===== src/rtl/beamformer_pkg.sv =====
// Shared definitions for the fullbeamformer control path: the control-state
// codes driven on ext_next_control_state and the sequencer FSM encoding.
package beamformer_pkg;

  localparam int DEF_SUM_W = 36;

  localparam logic [2:0] CS_LOADIN      = 3'd0;
  localparam logic [2:0] CS_FILTERING   = 3'd1;
  localparam logic [2:0] CS_FINISHFILT  = 3'd2;
  localparam logic [2:0] CS_BEAMFORMING = 3'd3;
  localparam logic [2:0] CS_SUMMING     = 3'd4;
  localparam logic [2:0] CS_DONE        = 3'd5;

  typedef enum logic [2:0] {
    SQ_IDLE,
    SQ_LOAD,
    SQ_FILT,
    SQ_FLUSH,
    SQ_BEAM,
    SQ_SUM,
    SQ_DONE
  } seq_state_e;

endpackage


===== src/rtl/phase_dwell_counter.sv =====
// Down-counter that times how long the sequencer stays in one phase.
// Loaded with (dwell-1) on phase entry; zero_o marks the last cycle.
module phase_dwell_counter
  import beamformer_pkg::*;
#(
  parameter int CNT_W = 16
) (
  input  logic             clk,
  input  logic             rst_n,
  input  logic             load_i,
  input  logic [CNT_W-1:0] load_val_i,
  input  logic             dec_i,
  output logic             zero_o
);

  logic [CNT_W-1:0] cnt_q, cnt_d;

  // Load has priority; decrement saturates at zero.
  always_comb begin
    cnt_d = cnt_q;
    if (load_i)                     cnt_d = load_val_i;
    else if (dec_i && cnt_q != '0)  cnt_d = cnt_q - 1'b1;
  end

  // Counter register.
  always_ff @(posedge clk or negedge rst_n) begin
    if (!rst_n) cnt_q <= '0;
    else        cnt_q <= cnt_d;
  end

  assign zero_o = (cnt_q == '0);

endmodule


===== src/rtl/beamformer_sequencer.sv =====
// Steps the fullbeamformer through its control phases with fixed dwell
// counts, captures summed_value at the end of DONE and offers it on a
// valid/ready port.
module beamformer_sequencer
  import beamformer_pkg::*;
#(
  parameter int LOAD_CYCLES  = 8,
  parameter int FILT_CYCLES  = 64,
  parameter int FLUSH_CYCLES = 4,
  parameter int BEAM_CYCLES  = 16,
  parameter int SUM_CYCLES   = 8,
  parameter int CAPTURE_LAT  = 2,
  parameter int SUM_W        = DEF_SUM_W,
  parameter int CNT_W        = 16
) (
  input  logic             clk,
  input  logic             rst_n,
  input  logic             start,
  input  logic             abort,
  output logic             busy,
  output logic [2:0]       next_control_state,
  input  logic [SUM_W-1:0] summed_value,
  output logic [SUM_W-1:0] result,
  output logic             result_valid,
  input  logic             result_ready,
  output logic             overrun,
  output logic [15:0]      frame_count
);

  seq_state_e       state_q, adv_state;
  logic [2:0]       cs_q, adv_cs;
  logic [CNT_W-1:0] adv_len, cnt_val;
  logic             cnt_ld, cnt_dec, cnt_zero;
  logic             busy_q, rv_q, ovr_q;
  logic [SUM_W-1:0] result_q;
  logic [15:0]      fc_q;

  // Successor of the current phase: state, control code and dwell reload.
  always_comb begin
    adv_state = SQ_IDLE;
    adv_cs    = CS_LOADIN;
    adv_len   = '0;
    case (state_q)
      SQ_LOAD:  begin adv_state = SQ_FILT;  adv_cs = CS_FILTERING;   adv_len = CNT_W'(FILT_CYCLES - 1);  end
      SQ_FILT:  begin adv_state = SQ_FLUSH; adv_cs = CS_FINISHFILT;  adv_len = CNT_W'(FLUSH_CYCLES - 1); end
      SQ_FLUSH: begin adv_state = SQ_BEAM;  adv_cs = CS_BEAMFORMING; adv_len = CNT_W'(BEAM_CYCLES - 1);  end
      SQ_BEAM:  begin adv_state = SQ_SUM;   adv_cs = CS_SUMMING;     adv_len = CNT_W'(SUM_CYCLES - 1);   end
      SQ_SUM:   begin adv_state = SQ_DONE;  adv_cs = CS_DONE;        adv_len = CNT_W'(CAPTURE_LAT);      end
      default:  ;
    endcase
  end

  // Dwell counter control: load on frame start / phase change, clear on abort.
  always_comb begin
    cnt_ld  = 1'b0;
    cnt_val = '0;
    cnt_dec = 1'b0;
    if (state_q == SQ_IDLE) begin
      cnt_ld  = start;
      cnt_val = CNT_W'(LOAD_CYCLES - 1);
    end else if (abort) begin
      cnt_ld  = 1'b1;
    end else if (cnt_zero) begin
      cnt_ld  = 1'b1;
      cnt_val = adv_len;
    end else begin
      cnt_dec = 1'b1;
    end
  end

  phase_dwell_counter #(.CNT_W(CNT_W)) u_dwell (
    .clk        (clk),
    .rst_n      (rst_n),
    .load_i     (cnt_ld),
    .load_val_i (cnt_val),
    .dec_i      (cnt_dec),
    .zero_o     (cnt_zero)
  );

  // Sequencer FSM with registered control outputs and result capture.
  // Abort outranks both the dwell advance and the DONE capture.
  always_ff @(posedge clk or negedge rst_n) begin
    if (!rst_n) begin
      state_q  <= SQ_IDLE;
      cs_q     <= CS_LOADIN;
      busy_q   <= 1'b0;
      result_q <= '0;
      rv_q     <= 1'b0;
      ovr_q    <= 1'b0;
      fc_q     <= '0;
    end else begin
      if (rv_q && result_ready) rv_q <= 1'b0;
      if (state_q == SQ_IDLE) begin
        if (start) begin
          state_q <= SQ_LOAD;
          cs_q    <= CS_LOADIN;
          busy_q  <= 1'b1;
        end
      end else if (abort) begin
        state_q <= SQ_IDLE;
        cs_q    <= CS_LOADIN;
        busy_q  <= 1'b0;
      end else if (cnt_zero) begin
        state_q <= adv_state;
        cs_q    <= adv_cs;
        if (state_q == SQ_DONE) begin
          busy_q   <= 1'b0;
          result_q <= summed_value;
          rv_q     <= 1'b1;
          fc_q     <= fc_q + 16'd1;
          if (rv_q && !result_ready) ovr_q <= 1'b1;
        end
      end
    end
  end

  assign busy               = busy_q;
  assign next_control_state = cs_q;
  assign result             = result_q;
  assign result_valid       = rv_q;
  assign overrun            = ovr_q;
  assign frame_count        = fc_q;

endmodule


===== config.mk =====
export PLATFORM = sky130hd
export DESIGN_NAME = beamformer_sequencer
export DESIGN_NICKNAME = d
export VERILOG_FILES = /design/src/rtl/beamformer_pkg.sv /design/src/rtl/phase_dwell_counter.sv /design/src/rtl/beamformer_sequencer.sv
export SDC_FILE = /design/constraint.sdc
export NUM_CORES = 1
export LEC_CHECK = 0
export BUFFER_PORTS_ARGS = -buffer_cell sky130_fd_sc_hd__buf_2
export CORE_ASPECT_RATIO = 1.5
export CORE_UTILIZATION = 57
export CTS_CLUSTER_DIAMETER = 50
export CTS_CLUSTER_SIZE = 24
export DETAILED_ROUTE_END_ITERATION = 8
export GPL_ROUTABILITY_DRIVEN = 1
export PLACE_DENSITY_LB_ADDON = 0.15
export SKIP_CTS_REPAIR_TIMING = 1
export SLEW_MARGIN = 20
export SYNTH_ARGS = -nofsm -noshare
export SYNTH_HDL_FRONTEND = slang
export SYNTH_SLANG_ARGS = --single-unit

===== constraint.sdc =====
create_clock -name clk -period 4.8 [get_ports clk]
set_input_delay 0.96 -clock clk [delete_from_list [all_inputs] [get_ports clk]]
set_output_delay 0.96 -clock clk [all_outputs]
set_load 0.02 [all_outputs]

# Word level (Yosys, flattened, before mapping)
# Cells that the tools add are included.
dict set report word_totals {
  regBits 77
  in_bits 41
  out_inout_bits 58
  word_cells 65
}
dict set report op_classes {
  addsub 2
  n_eq_ne 7
  mux 32
  n_bitwise 2
  n_reduce_logical 14
}
# cell count
set ops {}
lappend ops {{$mux 16} 5}
lappend ops {{$pmux 3 s5} 2}
lappend ops {{$pmux 6 s5} 1}
lappend ops {{$mux 3} 8}
lappend ops {{$add 16x1->16 const B} 1}
lappend ops {{$logic_not 16->1} 1}
lappend ops {{$mux 1} 16}
lappend ops {{$reduce_bool 16->1} 1}
lappend ops {{$sub 16x1->16 const B} 1}
lappend ops {{$eq 3x3->1 const B} 3}
lappend ops {{$eq 3x2->1 const B} 2}
lappend ops {{$reduce_bool 3->1} 2}
lappend ops {{$reduce_and 5->1} 1}
lappend ops {{$reduce_and 4->1} 1}
lappend ops {{$eq 3x1->1 const B} 1}
lappend ops {{$logic_and 1x1->1} 3}
lappend ops {{$logic_not 3->1} 1}
lappend ops {{$reduce_and 3->1} 1}
lappend ops {{$ne 2x2->1 const B} 1}
lappend ops {{$not 1->1} 2}
lappend ops {{$reduce_and 2->1} 1}
lappend ops {{$reduce_bool 2->1} 1}
lappend ops {{$logic_not 1->1} 1}

# Depth between registers and ports, before layout
# Gate-level depths: netlist (run 1).
dict set report depth {
  word_depth 7
  mapped_depth 7
  depth_no_buf 6
}

# By module
# Synthesis (run 1) repeated with hierarchy kept, for this count alone.
dict set report unflattened {
  cells_unflattened 338
  area_unflattened_um2 3747.3
}
# module instances cells_per_inst area_each_um2 seq_area_each_um2
set modules_own_cells {}
lappend modules_own_cells {beamformer_sequencer 1 214 2683.8 1526.5}
lappend modules_own_cells {phase_dwell_counter 1 124 1063.5 400.4}

# Least setup slack after synthesis (run 1)
# Ideal clock, no wire load.
dict set report synth_path {
  kind {input -> register}
  start {input port abort}
  end {register fc_q[15] (netlist: frame_count[15])}
  setup_time_ns 0.079
  arrival_time_ns 2.000
  t_required_ns 4.721
  slack_ns 2.721
  cell_stages 4
  path_buffers 1
  path_cell_list {or4_1 -> clkbuf_1 -> nor4_2 -> xor2_1}
}
dict set report synth_between {
  elab_chain_cells 2
}
# element line_no
set synth_lines {}
lappend synth_lines {{start, declared} beamformer_sequencer.sv:19} ;# input logic abort,
lappend synth_lines {{$not 1->1 (no source line)} -}
lappend synth_lines {{$reduce_and 4->1 (no source line)} -}
lappend synth_lines {{end signal, assigned} beamformer_sequencer.sv:110} ;# fc_q <= fc_q + 16'd1;
lappend synth_lines {{end, declared} beamformer_sequencer.sv:36} ;# logic [15:0] fc_q;
# Every way passes these cells.
# A chain may end at the register's enable or synchronous reset.

# Worst setup path after layout (run 1)
dict set report layout_path {
  start {register u_dwell.cnt_q[0]}
  end {register result_q[0] (netlist: result[0])}
}
dict set report layout_between {
  elab_chain_cells 2
}
# element line_no
set layout_lines {}
lappend layout_lines {{start, declared} phase_dwell_counter.sv:16} ;# logic [CNT_W-1:0] cnt_q, cnt_d;
lappend layout_lines {{start signal, assigned} phase_dwell_counter.sv:28} ;# else cnt_q <= cnt_d;
lappend layout_lines {{$logic_not 16->1} phase_dwell_counter.sv:31} ;# assign zero_o = (cnt_q == '0);
lappend layout_lines {{$reduce_and 4->1 (no source line)} -}
lappend layout_lines {{end signal, assigned} beamformer_sequencer.sv:108} ;# result_q <= summed_value;
lappend layout_lines {{end, declared} beamformer_sequencer.sv:35} ;# logic [SUM_W-1:0] result_q;
# Every way passes these cells.

==> qor.log, run 1 <==
INFO  clock_tree     cts.reportedPaths.clkPinSlew=0.08ns
INFO  placed_design  gp_routability_congestion=0.8859
INFO  yosys          yosysUniqueCellTypes=51
INFO  timing         slew_headroom=37.70%
INFO  detailed_routing drc_errors=0
INFO  yosys          postSynthAreaPerCell=11.75µm²
INFO  yosys          ys.flop_type=dfrtp_1
INFO  critical_path  critical_path_class=reg2reg
INFO  yosys          netlist_top_cells_area=dfrtp_1 52%, mux2_2 11%, xor2_1 3.5%, ha_1 2.0%, nor4_1 1.7%
INFO  power          total_power=2280µW
INFO  yosys          most_used_standard_cell_by_instance_count_after_synthesis=dfrtp_1
INFO  cells_and_area antenna-diode-count=0
INFO  cells_and_area drive_gt1_share=39.66%
INFO  clock_tree     tritoncts=done
INFO  floorplan      floorplan.rows=35
INFO  power          ir_drop=0.3513mV
INFO  detailed_routing detailedRoute.firstIterationViolations=104
INFO  clock_tree     htree_num_levels=3
INFO  yosys          yosys_warnings=0
INFO  job            number_of_maximum_capacitance_violations=0
INFO  critical_path  worst_setup_path_end_kind=flop
INFO  clock_tree     worst_skew_pair.late_latency=0.35ns
INFO  global_route   grt_max_degree=78
INFO  floorplan      die-width=67.91µm
INFO  critical_path  timing.critical_path.fanout_max=40
INFO  yosys          async_flop_share=100.0%
INFO  run_status     outcome=complete, no violations
INFO  detailed_routing post_drt_via_cell_ratio=5.667
INFO  yosys          netlist.area_leader.share=51.89%
INFO  timing         fmax=339.8MHz
INFO  cells_and_area area_growth=19.14%
INFO  timing         layout_worst_path_cycle_share=61.30%
INFO  timing         setup-violations-final=0
INFO  detailed_routing via_count=2777
INFO  global_route   wire_length_of_the_first_global_routing_pass=12140µm
INFO  critical_path  required=5.03ns
INFO  yosys          leading_area_contributor_after_synthesis=dfrtp_1
INFO  clock_tree     master_cell_of_the_clock_root_buffer=clkbuf_8
INFO  yosys          number_of_nets_in_the_synthesized_netlist=363
INFO  placed_design  buffer_ports.inserted=98
INFO  min_path       hold_start=frame_count[15]$_DFFE_PN0P_
INFO  cells_and_area fin_nets=458
INFO  timing         finalHoldViolations=0
INFO  floorplan      fp.coreArea=6218µm²
INFO  yosys          yosys_reg_bits=77
INFO  min_path       hold_class=reg2reg
INFO  yosys          post_synth_inst_count=316
INFO  yosys          synth-edff-count=0
INFO  clock_tree     tritoncts_buffers=9
INFO  critical_path  timing.rr.start=u_dwell.cnt_q[0]$_DFFE_PN0P_
INFO  critical_path  worstSetupStartpoint=u_dwell.cnt_q[0]$_DFFE_PN0P_
INFO  timing         layout_min_cycle_time=2.943ns
INFO  floorplan      floorplan.die_area=6849µm²
INFO  detailed_routing routedWlPerCell=15.24µm
INFO  placed_design  place_hpwl=5282µm
INFO  detailed_routing detail_route.wirelength=7468µm
INFO  critical_path  setup.worst_path.start_class=flop
INFO  yosys          mappedNetlistArea=3714µm²
INFO  yosys          yosys-top-cells-count=77 x dfrtp_1, 37 x mux2_2, 16 x inv_1, 16 x nor2_1, 15 x xor2_1
INFO  global_route   grt_pass1_vias=2743
INFO  clock_tree     cts_buffer_depth=2
INFO  yosys          synth.yosys.seq_area_share=51.89%
INFO  clock_tree     cts_num_sinks=77
INFO  timing         finClkSkew=0.009374ns
INFO  timing         rsz0062_at_grt=no
INFO  detailed_routing drt_first_pass_iters=4
INFO  floorplan      floorplan.die.height=100.9µm
INFO  global_route   number_of_antenna_violations_at_the_first_check_in_global_routing=0
INFO  global_route   grtUsageTotal=23.66%
INFO  timing         measured_slew_at_the_worst_slew_check_pin=0.9345ns
INFO  critical_path  cp.arrival=3.18ns
INFO  floorplan      io_pins=99
INFO  power          power_density=515.3nW/µm²
INFO  global_route   global_route.overflow_total=0
INFO  floorplan      start_util=59.72%
INFO  detailed_routing antenna_left=0
INFO  timing         totalNegativeSetupSlack=0ns
INFO  power          leakagePower=0.002184µW
INFO  timing         maxSlewViolCount=0
INFO  cells_and_area final_util=71.15%
[final timing paths]
check,depth (start not counted),endpoint,slack (ns)
max in group asynchronous,1,result[35]$_DFFE_PN0P_,3.44
worst max-delay path,7,result[0]$_DFFE_PN0P_,1.86
min in group asynchronous,1,frame_count[12]$_DFFE_PN0P_,0.76
worst min register to register,1,frame_count[15]$_DFFE_PN0P_,0.46
worst min-delay path,1,frame_count[15]$_DFFE_PN0P_,0.46
worst max register to register,7,result[0]$_DFFE_PN0P_,1.86
[worst max-delay path: stages (launching register included)]
cell and delay (ns):
dfrtp_1 0.42, inv_1 0.12, ha_1 0.17, nor4b_1 0.24
nand4_1 0.62, nor4_4 0.37, buf_4 0.48, mux2_2 0.39
[through the flow]
stage / area [µm²] / hold slack (ns) / std cells / worst slack [ns]
final: 4424 / 0.4632 / 490 / 1.857
after global routing: 4424 / 0.4849 / 490 / 1.581
after CTS: 4424 / 0.4673 / 490 / 1.821
after detailed placement: 4214 / 0.4517 / 474 / 1.853
after global placement: 4214 / 0.4497 / 474 / 2.046
after floorplan: 3714 / 0.5287 / 316 / 2.721
[registers in the layout (all words and copies together), names as in the netlist]
signal and count:
busy 1, frame_count 16, next_control_state 3, overrun 1, result 36, result_valid 1, state_q 3, u_dwell.cnt_q 16
[metal layers]
metal | track usage [%] | vias up | part of all wire (%)
li1 | - | 1338 | -
met1 | 27.63 | 1352 | 41
met2 | 39.53 | 68 | 52
met3 | 5.882 | 19 | 4.6
met4 | 11.54 | 0 | 2.7
met5 | 0 | - | 0
[report_power, final]
part	leakage (µW)	internal, µW	total [µW]	switching [µW]
clock network	0.000102	268	506	238
logic	0.00109	356	861	505
registers	0.000988	755	912	157
[cells by family after synthesis]
kind of cell	after synthesis	share of synthesized area, %
AND/OR/NAND/NOR	98	16.68
multiplexers	43	12.90
flip-flops	77	51.89
XOR/XNOR	20	4.717
adder cells (fa/ha/maj)	6	2.022
AO/OA/AOI/OAI	41	7.683
buffers and inverters	31	4.110
[cells in the final DEF (no fill, tap or decap), types with 2 or more instances in the layout]
cell type and count:
buf_4 2, or4_1 5, dfrtp_1 77, a32o_1 3, ha_1 6, nor4bb_1 2
nor2_1 16, xnor2_1 5, nor4_4 2, a31o_2 3, nand3_1 7, or3_1 2
nor3b_1 3, nand2b_1 7, nor3_1 10, a211o_1 3, nor4_2 3, nand4_1 7
buf_2 97, mux2_2 37, nor4_1 10, o31ai_1 2, mux2_1 2, clkinvlp_4 2
nand2_1 12, a22o_1 2, a21o_1 4, o21ai_0 7, inv_1 16, mux2i_1 4
clkbuf_8 11, xor2_1 15, a21oi_1 10
[final cells by class]
type                    count  area [µm²]
multi-input cells         208        1634
well taps                  74       92.59
repair buffers             99       500.5
fillers                   465        1794
clock buffers              11       151.4
clock inverters             5       58.81
inverters                  16       60.06
flip-flops and latches     77        1927
Power figures use the tool's default switching activity.
==> run 2: changes to the inputs <==
--- a/config.mk
+++ b/config.mk
@@ -5,9 +5,10 @@
 export SDC_FILE = /design/constraint.sdc
 export NUM_CORES = 1
 export LEC_CHECK = 0
+export ABC_AREA = 1
 export BUFFER_PORTS_ARGS = -buffer_cell sky130_fd_sc_hd__buf_2
 export CORE_ASPECT_RATIO = 1.5
-export CORE_UTILIZATION = 57
+export CORE_UTILIZATION = 53
 export CTS_CLUSTER_DIAMETER = 50
 export CTS_CLUSTER_SIZE = 24
 export DETAILED_ROUTE_END_ITERATION = 8
==> constraint.sdc (replaced) <==
create_clock -name clk -period 2.8 [get_ports clk]
set_input_delay 0.56 -clock clk [delete_from_list [all_inputs] [get_ports clk]]
set_output_delay 0.56 -clock clk [all_outputs]
set_load 0.02 [all_outputs]
==> run 2 against run 1 <==
Against the previous run: the flow now finishes with violations (DRC); die area increased by 9.3%; global-route usage grew 1.0 points; first-iteration DRC count grew 130%; critical path depth unchanged; clock skew decreased by 0.00078 ns; cell count up 35%; sequential cell count did not move; clock power grew 70%; setup slack got worse by 1.3 ns; core utilization down 5.2 points; fmax rose by 30%; critical path type unchanged.
==> qor.log, run 2 <==
INFO  run_status     outcome=complete, but fails checks
INFO  run_status     violations=DRC
INFO  min_path       hold_class=in2async
INFO  cells_and_area area_growth=20.32%
INFO  clock_tree     cts_num_sinks=77
INFO  floorplan      floorplan.rows=37
INFO  global_route   grt_pass1_vias=3245
INFO  cells_and_area fin_nets=625
INFO  detailed_routing post_drt_via_cell_ratio=5.097
INFO  detailed_routing antenna_left=0
INFO  yosys          most_used_standard_cell_by_instance_count_after_synthesis=nand2_1
INFO  timing         totalNegativeSetupSlack=0ns
INFO  critical_path  setup.worst_path.start_class=flop
INFO  yosys          synth-edff-count=0
INFO  yosys          yosys_warnings=0
INFO  detailed_routing detailedRoute.firstIterationViolations=243
INFO  clock_tree     cts_buffer_depth=2
INFO  clock_tree     cts.reportedPaths.clkPinSlew=0.08ns
INFO  critical_path  required=3.07ns
INFO  cells_and_area layout.cells.most_common_list=190 x nand2_1, 97 x buf_2, 77 x dfrtp_1
INFO  global_route   grt_max_degree=45
INFO  critical_path  critPathMaxStageDelay=0.52ns
INFO  critical_path  worstSetupStartpoint=state_q[2]$_DFFE_PN0P_
INFO  critical_path  register_to_register_setup_slack=0.54ns
INFO  cells_and_area layout_commonest_cell=nand2_1
INFO  yosys          netlist_top_cells_area=dfrtp_1 51%, nand2_1 19%, inv_1 4.3%, nor2_1 3.6%, nand3_1 3.0%
INFO  job            number_of_maximum_capacitance_violations=0
INFO  clock_tree     master_cell_of_the_clock_root_buffer=clkbuf_8
INFO  floorplan      io_pins=99
INFO  critical_path  worst_setup_path_end_kind=flop
INFO  timing         setup-violations-final=0
INFO  clock_tree     htree_num_levels=3
INFO  yosys          number_of_nets_in_the_synthesized_netlist=523
INFO  cells_and_area number_of_flip_flops_in_the_largest_register=36
INFO  floorplan      floorplan.die.height=105.4µm
INFO  global_route   global_route_met3_usage=5.736%
INFO  timing         measured_slew_at_the_worst_slew_check_pin=0.6035ns
INFO  power          power_density=754.4nW/µm²
INFO  yosys          mappedNetlistArea=3781µm²
INFO  clock_tree     tritoncts_buffers=9
INFO  power          ir_drop=0.5921mV
INFO  cells_and_area antenna-diode-count=0
INFO  timing         finClkSkew=0.008591ns
INFO  yosys          yosys_reg_bits=77
INFO  placed_design  gp_routability_congestion=0.8642
INFO  yosys          yosysUniqueCellTypes=33
INFO  yosys          synth.yosys.seq_area_share=50.96%
INFO  global_route   grt_util_met2=42.93%
INFO  timing         layout_min_cycle_time=2.258ns
INFO  critical_path  critical_path_class=reg2reg
INFO  global_route   gr-max-usage-layer=met2
INFO  global_route   met1_usage=29.00%
INFO  detailed_routing routedWlPerCell=13.13µm
INFO  cells_and_area post-route-cell-area=4549µm²
INFO  timing         slew_headroom=59.63%
INFO  placed_design  pre_cts_slack=0.5829ns
INFO  detailed_routing detail_route.wirelength=8680µm
INFO  critical_path  cp.arrival=2.53ns
INFO  floorplan      start_util=54.82%
INFO  floorplan      die-width=70.97µm
INFO  detailed_routing drc_errors=7
INFO  power          leakagePower=0.002670µW
INFO  detailed_routing via_count=3369
INFO  yosys          leading_area_contributor_after_synthesis=dfrtp_1
INFO  global_route   number_of_antenna_violations_at_the_first_check_in_global_routing=0
INFO  yosys          yosys-top-cells-count=190 x nand2_1, 77 x dfrtp_1, 43 x inv_1
INFO  timing         rsz0062_at_grt=no
INFO  timing         finalHoldViolations=0
INFO  yosys          ys.flop_type=dfrtp_1
INFO  critical_path  worstPathBufferInverterCount=2
INFO  global_route   wire_length_of_the_first_global_routing_pass=14460µm
INFO  placed_design  place_hpwl=6420µm
INFO  global_route   global_route.overflow_total=0
INFO  clock_tree     tritoncts=done
INFO  timing         layout_worst_path_cycle_share=80.66%
INFO  critical_path  timing.critical_path.fanout_max=20
INFO  timing         fin_ws=0.5416ns
INFO  detailed_routing drt_first_pass_iters=6
INFO  placed_design  buffer_ports.inserted=98
INFO  timing         fmax=442.8MHz
INFO  yosys          post_synth_inst_count=476
INFO  floorplan      floorplan.die_area=7483µm²
INFO  critical_path  timing.rr.start=state_q[2]$_DFFE_PN0P_
INFO  yosys          postSynthAreaPerCell=7.944µm²
INFO  critical_path  critical-path-top-cell-by-count=inv_1
INFO  floorplan      fp.coreArea=6898µm²
INFO  yosys          async_flop_share=100.0%
INFO  placed_design  dpl_cell_area=4348µm²
INFO  critical_path  standard_cell_with_the_maximum_stage_delay_on_the_critical_path=nand2_1
INFO  cells_and_area drive_gt1_share=23.33%
INFO  critical_path  cp_top_family=simple AND/OR/NAND/NOR gates
INFO  clock_tree     worst_skew_pair.late_latency=0.35ns
INFO  timing         maxSlewViolCount=0
INFO  global_route   grtUsageTotal=24.66%
INFO  critical_path  cells_along_the_critical_path=inv_1, nand3_2, nor2_1, inv_1, nand2_1, o21ai_0, a21oi_1
INFO  yosys          netlist.area_leader.share=50.96%
## run 2: cell types whose count changed in the layout (fill, tap and decap cells not counted), moves of 5 or more
| cell | before | now |
|---|---|---|
| xor2_1 | 15 | 9 |
| o21ai_0 | 7 | 23 |
| nand3_1 | 7 | 23 |
| or4_1 | 5 | 0 |
| mux2_2 | 37 | 0 |
| inv_1 | 16 | 43 |
| nor4_1 | 10 | 1 |
| nand2b_1 | 7 | 0 |
| nand2_1 | 12 | 190 |
| nor2_1 | 16 | 36 |
## run 2: cell type report
class	count	area [µm²]
clock inverter	5	60.06
timing repair buffer	103	543.0
tap	78	97.59
sequential	77	1927
fill	628	2349
inverter	47	176.4
clock buffer	11	141.4
multi-input combinational	340	1604
## run 2: per-stage QoR
step	utilization (%)	power, µW	hold slack [ns]	cells
global placement	63.03	2553	0.4577	645
CTS	65.95	3446	0.2130	661
global route	65.95	3698	0.2336	661
detailed placement	63.03	2584	0.4596	645
floorplan	-	2294	0.2644	476
finish	65.95	3432	0.1938	661
## run 2: cell families after synthesis
family | count (synthesis) | synth area share, %
compound gates | 42 | 5.956
buf+inv | 59 | 6.618
xor+xnor | 14 | 3.442
simple gates | 278 | 31.04
fa+ha+maj | 6 | 1.985
flops | 77 | 50.96
## run 2: power breakdown
part           internal, µW  switching (µW)
clock                   438             420
combinational           381             811
sequential             1250             134
## run 2: worst paths after layout
path | to | cells after the start
max | u_dwell.cnt_q[6]$_DFFE_PN0P_ | 7
min | frame_count[6]$_DFFE_PN0P_ | 1
max reg2reg | u_dwell.cnt_q[6]$_DFFE_PN0P_ | 7
min reg2reg | overrun$_DFFE_PN0P_ | 1
max in group asynchronous | u_dwell.cnt_q[3]$_DFFE_PN0P_ | 2
min in group clk | result[23]$_DFFE_PN0P_ | 3
## run 2: layer usage
layer,up-vias,part of all wire (%),wire (µm)
met2,73,53,4610
met5,-,0,0
met4,0,1.9,167
met3,13,3.6,316
met1,1597,41,3585
li1,1686,-,-
